### src/rtl/line_burst_adaptor.sv
// Splits a 256-bit cache line request into four 64-bit memory beats.
// It handles one transaction at a time and returns one 256-bit line response.
module line_burst_adaptor #(
  parameter int s_line    = 256,
  parameter int s_burst   = 64,
  parameter int num_beats = s_line / s_burst
) (
  input  logic               clk,
  input  logic               rst,
  input  logic [s_line-1:0]  line_i,
  output logic [s_line-1:0]  line_o,
  input  logic [31:0]        address_i,
  input  logic               read_i,
  input  logic               write_i,
  output logic               resp_o,
  input  logic [s_burst-1:0] burst_i,
  output logic [s_burst-1:0] burst_o,
  output logic [31:0]        address_o,
  output logic               read_o,
  output logic               write_o,
  input  logic               resp_i
);

  localparam int beat_w = $clog2(num_beats);
  localparam int off_w  = $clog2(s_line / 8);
  localparam logic [beat_w-1:0] last_beat = beat_w'(num_beats - 1);

  typedef enum logic [1:0] {
    IDLE  = 2'd0,
    READ  = 2'd1,
    WRITE = 2'd2,
    DONE  = 2'd3
  } state_t;

  state_t              state, state_next;
  logic [beat_w-1:0]   beat;
  logic [s_line-1:0]   wbuf;
  logic                beat_accept;

  assign beat_accept = resp_i && (state == READ || state == WRITE);

  // NOTE: every signal gets a default before the case, so no path can infer a latch.
  always_comb begin
    state_next = state;
    read_o     = 1'b0;
    write_o    = 1'b0;
    resp_o     = 1'b0;
    burst_o    = '0;
    unique case (state)
      IDLE: begin
        if (read_i)       state_next = READ;
        else if (write_i) state_next = WRITE;
      end
      READ: begin
        read_o = 1'b1;
        if (resp_i && beat == last_beat) state_next = DONE;
      end
      WRITE: begin
        write_o = 1'b1;
        burst_o = wbuf[s_burst*beat +: s_burst];
        if (resp_i && beat == last_beat) state_next = DONE;
      end
      DONE: begin
        resp_o     = 1'b1;
        state_next = IDLE;
      end
      default: state_next = IDLE;
    endcase
  end

  // NOTE: sequential state uses non-blocking assignments so every register samples pre-edge values.
  always_ff @(posedge clk) begin
    if (rst) begin
      state     <= IDLE;
      beat      <= '0;
      line_o    <= '0;
      address_o <= '0;
    end else begin
      state <= state_next;
      if (state == IDLE && (read_i || write_i)) begin
        address_o <= {address_i[31:off_w], off_w'(0)};
        beat      <= '0;
      end else if (beat_accept) begin
        beat <= beat + 1'b1;  // wraps to 0 on the final beat
      end
      if (state == READ && resp_i)
        line_o[s_burst*beat +: s_burst] <= burst_i;
    end
  end

  // NOTE: the write buffer is reset-free data storage. It is always loaded before WRITE reads it.
  always_ff @(posedge clk) begin
    if (state == IDLE && write_i && !read_i)
      wbuf <= line_i;
  end

endmodule

### config.mk
export PLATFORM = sky130hd
export DESIGN_NAME = line_burst_adaptor
export DESIGN_NICKNAME = d
export VERILOG_FILES = /design/src/rtl/line_burst_adaptor.sv
export SDC_FILE = /design/constraint.sdc
export NUM_CORES = 1
export LEC_CHECK = 0
export ABC_AREA = 1
export ABC_CLOCK_PERIOD_IN_PS = 18800
export CORE_AREA = 5 5 278 280
export DETAILED_ROUTE_END_ITERATION = 10
export DIE_AREA = 0 0 283 285
export GPL_TIMING_DRIVEN = 0
export REMOVE_ABC_BUFFERS = 1
export SLEW_MARGIN = 20
export SYNTH_ARGS = -nofsm -noshare
export SYNTH_HDL_FRONTEND = slang
export SYNTH_SLANG_ARGS = --single-unit
### constraint.sdc
create_clock -name clk -period 18.8 [get_ports clk]
set_input_delay 1.88 -clock clk [delete_from_list [all_inputs] [get_ports clk]]
set_output_delay 1.88 -clock clk [all_outputs]
set_load 0.02 [all_outputs]
==> results_dict.tcl, run 1 <==
set metrics [dict create \
    post_route_cells_drive_above_1_share_pct 5.487 \
    drc_errors 0 \
    placementRows 100 \
    floorplan.io_pins 712 \
    grt_overflow 0 \
    yosysUniqueCellTypes 28 \
    grt_max_degree 108 \
    total_of_warnings_raised_by_yosys 0 \
    multi_input_area_um2 6490 \
    timing.slew.headroom_pct 35.36 \
    worst_slew_pin_slew_ns 0.9696 \
    fillCellCount 7251 \
    rsz0062_at_grt "false" \
    postSynthCellCount 2220 \
    ir_worst_vdd_mv 0.08106 \
    postRouteWirelength_um 77080 \
    cts_hold_repair.buffers 0 \
    numPortBuffers 701 \
    setup_ws_ns 13.55 \
    clockBufferDepth 3 \
    cap_violations 0 \
    finish.net_count 3235 \
    globalRouteTotalUtil_pct 17.92 \
    first_pass_grt_wire_length_um 112300 \
    grt_antenna_before_repair 17 \
    routed_via_density 4.638 \
    synth_top_area_share_pct 36.36 \
    synth_enable_flop_cells 256 \
    reg2reg_depth 15 \
    wl_per_cell_um 19.78 \
    post-route-period-util_pct 27.92 \
    dieArea_um2 80660 \
    run_status "complete, no violations" \
    finalWeightedCongestion 0.8025 \
    power_density_nw_per_um2 108.6 \
    synth_largest_area_cell "sky130_fd_sc_hd__edfxtp_1" \
    detailedPlacementHpwl_um 54010 \
    first_pass_iters 5 \
    die-height_um 285 \
    postSynth.asyncResetShare_pct 0 \
    maxSlewViolCount 0 \
    ctsResizeCount 0 \
    worstHoldEndpoint "line_o[89]" \
    max_freq_mhz 190.5 \
    fp.dieW_um 283 \
    starting_density_of_the_core_pct 28.50 \
    min_delay_startpoint "line_o[89]" \
    worst_path_fanout_max 65 \
    worst_hold_path.num_cells 2 \
    clk_latency_ns 0.63 \
    utilization_pct 42.07 \
    initialDrtViolationCount 1249 \
    core_region_area_um2 74200 \
    cp_data_required_time_ns 16.92 \
    timing.reg2reg.setup_slack_ns 14.72 \
    routed-via-count 18068 \
    finalWorstPathRequiredPeriod_ns 5.249 \
    flow.area_growth_from_synthesis_pct 47.61 \
    ys_seq_area_share_pct 63.53 \
    worstSetupEndpointType "primary output" \
    final_antenna_net_count 0 \
    static-leakage-power_nw 10.93 \
    hold_class "reg2reg" \
    final_hold_viol_count 0 \
    syn_avg_cell_area_um2 9.525 \
    synth_flop_cell "sky130_fd_sc_hd__dfxtp_1" \
    sequential_cell_area_um2 13440 \
    final.setup_skew_ns 0.04127 \
    clk_transition_reported_paths_ns 0.06 \
    synthesis.area_um2 21150 \
    yosys-top-cells-area "sky130_fd_sc_hd__edfxtp_1, sky130_fd_sc_hd__dfxtp_1, sky130_fd_sc_hd__a21oi_1, sky130_fd_sc_hd__nor2_1, sky130_fd_sc_hd__nand2_1" \
    clock_tree_from_tritoncts "done" \
    timing_worst_setup_path_type "reg2out" \
    cp.arrival_ns 3.37 \
    synth-seq-cells 543 \
    place_ws_ns 13.04 \
    numClockSinks 543 \
    h-tree-depth 2 \
    startpoint_type "register" \
    grt_pass1_vias 17405 \
    library_cell_used_as_clock_root_buffer "sky130_fd_sc_hd__clkbuf_16" \
    cts-buffers-inserted 60 \
    timing.rr.end "wbuf[84]" \
    crit-reg2reg-launch "state[0]" \
    post_cts_setup_inserts 0 \
    finalSetupViolCount 0 \
]
-- metal layers --
layer  global-route usage, %  part of all wire, %  vias to the layer above
li1                        -                    -                     8812
met1                   20.28                   38                     8382
met2                   30.52                   48                      703
met3                   6.550                  9.2                      159
met4                   7.822                  4.5                       12
met5                       0                0.093                        -
-- Yosys cell counts (3+ instances only) --
library cell and number:
sky130_fd_sc_hd__nor2_1 373, sky130_fd_sc_hd__nand2_1 365, sky130_fd_sc_hd__a21oi_1 320, sky130_fd_sc_hd__dfxtp_1 287, sky130_fd_sc_hd__edfxtp_1 256, sky130_fd_sc_hd__o21ai_0 178, sky130_fd_sc_hd__inv_1 75, sky130_fd_sc_hd__nand3_1 65
sky130_fd_sc_hd__nand4_1 64, sky130_fd_sc_hd__buf_2 62, sky130_fd_sc_hd__clkbuf_1 56, sky130_fd_sc_hd__o21ai_1 30, sky130_fd_sc_hd__buf_6 24, sky130_fd_sc_hd__buf_4 18, sky130_fd_sc_hd__ha_1 10, sky130_fd_sc_hd__buf_1 7
sky130_fd_sc_hd__inv_2 7, sky130_fd_sc_hd__clkbuf_2 4, sky130_fd_sc_hd__nand2_2 4, sky130_fd_sc_hd__nor2_4 3
-- final cells by class --
type / count / area share (%)
antenna: 11 / 0.08819
clock buffer: 84 / 5.364
clock inverter: 26 / 0.6494
inverter: 82 / 1.042
multi-input combinational: 1428 / 20.79
sequential: 543 / 43.06
tap: 969 / 3.884
timing repair buffer: 753 / 25.12
-- stage by stage --
stage | std cells | hold WS [ns] | total power, mW | TNS [ns] | cell area [um2]
3_3_place_gp | 3723 | 0.4508 | 2.309 | -2389.21 | 28420
5_1_grt | 3895 | 0.4766 | 3.550 | 0 | 31210
2_1_floorplan | 2053 | 0.5389 | 1.869 | -471.83 | 20190
6_report | 3896 | 0.4603 | 3.391 | 0 | 31210
4_1_cts | 3885 | 0.4640 | 3.436 | 0 | 31180
3_5_place_dp | 3775 | 0.4546 | 2.302 | 0 | 29300
-- worst max-delay path by stage --
stage / start / endpoint / depth (start not counted)
global route: beat[0] / burst_o[4] / 8
global placement: write_i / wbuf[80] / 3
detailed placement: read_i / wbuf[86] / 13
CTS: beat[0] / burst_o[4] / 8
finish: beat[0] / burst_o[4] / 8
floorplan: read_i / wbuf[0] / 1
-- power breakdown --
group / switching, mW / internal [mW] / total (mW) / leakage [nW]
Sequential: 0.0450 / 1.37 / 1.42 / 4.69
Clock: 0.489 / 0.634 / 1.12 / 0.907
Combinational: 0.519 / 0.332 / 0.851 / 5.34
-- registers in the layout, summed over array words and instances (netlist names) --
name and cells:
address_o 27, beat 2, line_o 256, wbuf 256
state 2
-- cells by family (layout without fill, tap and decap cells) --
| group | Yosys count | count (layout) | synth area share [%] |
|---|---|---|---|
| xor+xnor | 1 | 1 | 0.04143 |
| flops | 543 | 543 | 63.53 |
| simple gates | 883 | 883 | 17.23 |
| compound gates | 529 | 529 | 12.54 |
| other cells | 1 | 16 | 0.01773 |
| buf+inv | 253 | 945 | 6.053 |
| fa+ha+maj | 10 | 10 | 0.5917 |
-- critical path, stage by stage (launching register included) --
cell and delay [ns]:
sky130_fd_sc_hd__dfxtp_4 0.56, sky130_fd_sc_hd__buf_12 0.29, sky130_fd_sc_hd__buf_12 0.25, sky130_fd_sc_hd__buf_16 0.29
sky130_fd_sc_hd__nor2_1 0.09, sky130_fd_sc_hd__nor2_1 0.24, sky130_fd_sc_hd__o21ai_0 0.16, sky130_fd_sc_hd__a21oi_1 0.17
sky130_fd_sc_hd__clkdlybuf4s50_1 0.63
-- cell usage in the layout, fill, tap and decap left out, types with 7 or more instances in the layout --
cell type	Yosys	final
sky130_fd_sc_hd__a21oi_1	320	320
sky130_fd_sc_hd__buf_12	0	10
sky130_fd_sc_hd__buf_16	0	14
sky130_fd_sc_hd__buf_4	18	22
sky130_fd_sc_hd__clkbuf_1	56	18
sky130_fd_sc_hd__clkbuf_16	0	62
sky130_fd_sc_hd__clkdlybuf4s50_1	0	700
sky130_fd_sc_hd__clkinv_1	0	12
sky130_fd_sc_hd__clkinv_2	0	7
sky130_fd_sc_hd__dfxtp_1	287	285
sky130_fd_sc_hd__diode_2	0	11
sky130_fd_sc_hd__edfxtp_1	256	256
sky130_fd_sc_hd__ha_1	10	10
sky130_fd_sc_hd__inv_1	75	72
sky130_fd_sc_hd__nand2_1	365	365
sky130_fd_sc_hd__nand3_1	65	65
sky130_fd_sc_hd__nand4_1	64	64
sky130_fd_sc_hd__nor2_1	373	373
sky130_fd_sc_hd__o21ai_0	178	178
sky130_fd_sc_hd__o21ai_1	30	30
Power figures use the tool's default switching activity.
==> inputs of run 2 (changes only) <==
--- a/config.mk
+++ b/config.mk
@@ -6,10 +6,10 @@
 export NUM_CORES = 1
 export LEC_CHECK = 0
 export ABC_AREA = 1
-export ABC_CLOCK_PERIOD_IN_PS = 18800
-export CORE_AREA = 5 5 278 280
+export ABC_CLOCK_PERIOD_IN_PS = 4900
+export CORE_AREA = 5 5 270 272
 export DETAILED_ROUTE_END_ITERATION = 10
-export DIE_AREA = 0 0 283 285
+export DIE_AREA = 0 0 275 277
 export GPL_TIMING_DRIVEN = 0
 export REMOVE_ABC_BUFFERS = 1
 export SLEW_MARGIN = 20
==> constraint.sdc (replaced) <==
create_clock -name clk -period 4.9 [get_ports clk]
set_input_delay 0.49 -clock clk [delete_from_list [all_inputs] [get_ports clk]]
set_output_delay 0.49 -clock clk [all_outputs]
set_load 0.02 [all_outputs]
==> results_dict.tcl, run 2 (synthesis results as in run 1) <==
set metrics [dict create \
    run_status "complete, no violations" \
    die-height_um 277 \
    post_route_cells_drive_above_1_share_pct 5.666 \
    fp.dieW_um 275 \
    timing.slew.headroom_pct 40.46 \
    grt_antenna_before_repair 15 \
    detailedPlacementHpwl_um 58200 \
    critical_path.max_stage_delay_ns 0.70 \
    critical_path.top_delay_family "buffers and inverters" \
    cp.buffers_inverters 4 \
    final_antenna_net_count 0 \
    starting_density_of_the_core_pct 29.99 \
    rsz0062_at_grt "false" \
    first_pass_iters 5 \
    globalRouteTotalUtil_pct 20.06 \
    library_cell_used_as_clock_root_buffer "sky130_fd_sc_hd__clkbuf_16" \
    max_freq_mhz 244.5 \
    clockBufferDepth 3 \
    postRouteWirelength_um 81120 \
    core_region_area_um2 70510 \
    startpoint_type "register" \
    worst_hold_path.num_cells 2 \
    timing_worst_setup_path_type "reg2reg" \
    worstSetupEndpointType "register" \
    finalSetupViolCount 0 \
    cp.arrival_ns 4.62 \
    worst_path_fanout_max 59 \
    power_density_nw_per_um2 423.2 \
    hold_class "in2reg" \
    worstHoldEndpoint "line_o[33]" \
    static-leakage-power_nw 10.96 \
    h-tree-depth 2 \
    post_cts_setup_inserts 0 \
    finish.net_count 3231 \
    flow.area_growth_from_synthesis_pct 47.56 \
    clk_transition_reported_paths_ns 0.07 \
    hold_ws_ns 0.3559 \
    cap_violations 0 \
    routed-via-count 18605 \
    grt_pass1_vias 18521 \
    commonest_non_fill_non_tap_cell_in_the_layout "sky130_fd_sc_hd__clkdlybuf4s50_1" \
    cp_data_required_time_ns 5.43 \
    worst_slew_pin_slew_ns 0.8931 \
    crit_slowest_cell "sky130_fd_sc_hd__inv_2" \
    min_delay_startpoint "rst" \
    grt_max_degree 106 \
    drc_errors 0 \
    routed_via_density 4.814 \
    ir_worst_vdd_mv 0.3120 \
    timing.critical_path.cells "buf_12 -> buf_16 -> inv_6 -> ha_1 -> inv_2 -> nand2_4 -> nor2_1 -> nand2_1 -> a21oi_1" \
    timing.reg2reg.setup_slack_ns 0.81 \
    numPortBuffers 701 \
    post-route-period-util_pct 83.48 \
    ctsResizeCount 0 \
    numClockSinks 543 \
    maxSlewViolCount 0 \
    finalWeightedCongestion 0.8037 \
    first_pass_grt_wire_length_um 117600 \
    clk_latency_ns 0.62 \
    placementRows 98 \
    final.setup_skew_ns 0.03354 \
    timing.rr.end "line_o[244]" \
    crit-reg2reg-launch "beat[0]" \
    utilization_pct 44.25 \
    reg2reg_depth 9 \
    placedInstanceArea_um2 29210 \
    wl_per_cell_um 20.99 \
    floorplan.io_pins 712 \
    grt_overflow 0 \
    mostFrequentLayoutCells "sky130_fd_sc_hd__clkdlybuf4s50_1, sky130_fd_sc_hd__nor2_1, sky130_fd_sc_hd__nand2_1" \
    final_hold_viol_count 0 \
    final_design_area_no_fill_um2 31200 \
    cts-buffers-inserted 59 \
    finalWorstPathRequiredPeriod_ns 4.091 \
    largestRegisters "line_o x256, wbuf x256, address_o x27" \
    dieArea_um2 76180 \
    clock_tree_from_tritoncts "done" \
    initialDrtViolationCount 1166 \
    cts_hold_repair.buffers 0 \
]
==> run 2: cell types whose count changed in the layout (fill, tap and decap cells not counted), sizes merged <==
cell and change:
clkinvlp -2, clkinv +1, buf -3, diode -8
clkbuf -4, bufinv +4
==> run 2: area by class of cell <==
cell class	count	area [um2]
Antenna cell	3	7.507
Clock buffer	80	1698
Clock inverter	29	281.5
Fill cell	6570	39300
Inverter	82	325.3
Multi-Input combinational cell	1428	6495
Sequential cell	543	13440
Tap cell	950	1189
Timing Repair Buffer	750	7765
==> run 2: worst max-delay path by stage <==
stage                        from     endpoint  slack, ns  cells past startpoint
after floorplan            read_i      wbuf[0]     -14.35                      1
after global placement     read_i     wbuf[15]     -21.35                      2
after detailed placement  beat[0]  line_o[244]       0.74                      9
after CTS                 beat[0]  line_o[244]       0.69                      9
after global routing      beat[0]  line_o[244]       0.51                      9
final                     beat[0]  line_o[244]       0.81                      9
==> run 2: layer usage <==
layer / track usage (%) / wire [um] / up-vias
met5: 0 / 88 / -
met4: 8.134 / 3685 / 14
met3: 6.914 / 8071 / 173
met2: 34.43 / 38990 / 800
met1: 22.81 / 30290 / 8823
li1: - / - / 8795
==> run 2: power breakdown <==
part	switching (mW)	leakage (nW)	internal (mW)
logic	2.01	5.30	1.22
registers	0.192	4.69	5.26
clock network	1.84	0.975	2.68
==> run 2: metrics by stage <==
step                power [mW]  TNS [ns]  std cells  setup slack (ns)
global placement         8.589  -8133.90       3704            -21.35
floorplan                7.107  -4126.80       2053            -14.35
global route             13.79         0       3862            0.5102
detailed placement       8.807         0       3753            0.7352
CTS                      13.36         0       3862            0.6903
finish                   13.20         0       3865            0.8092
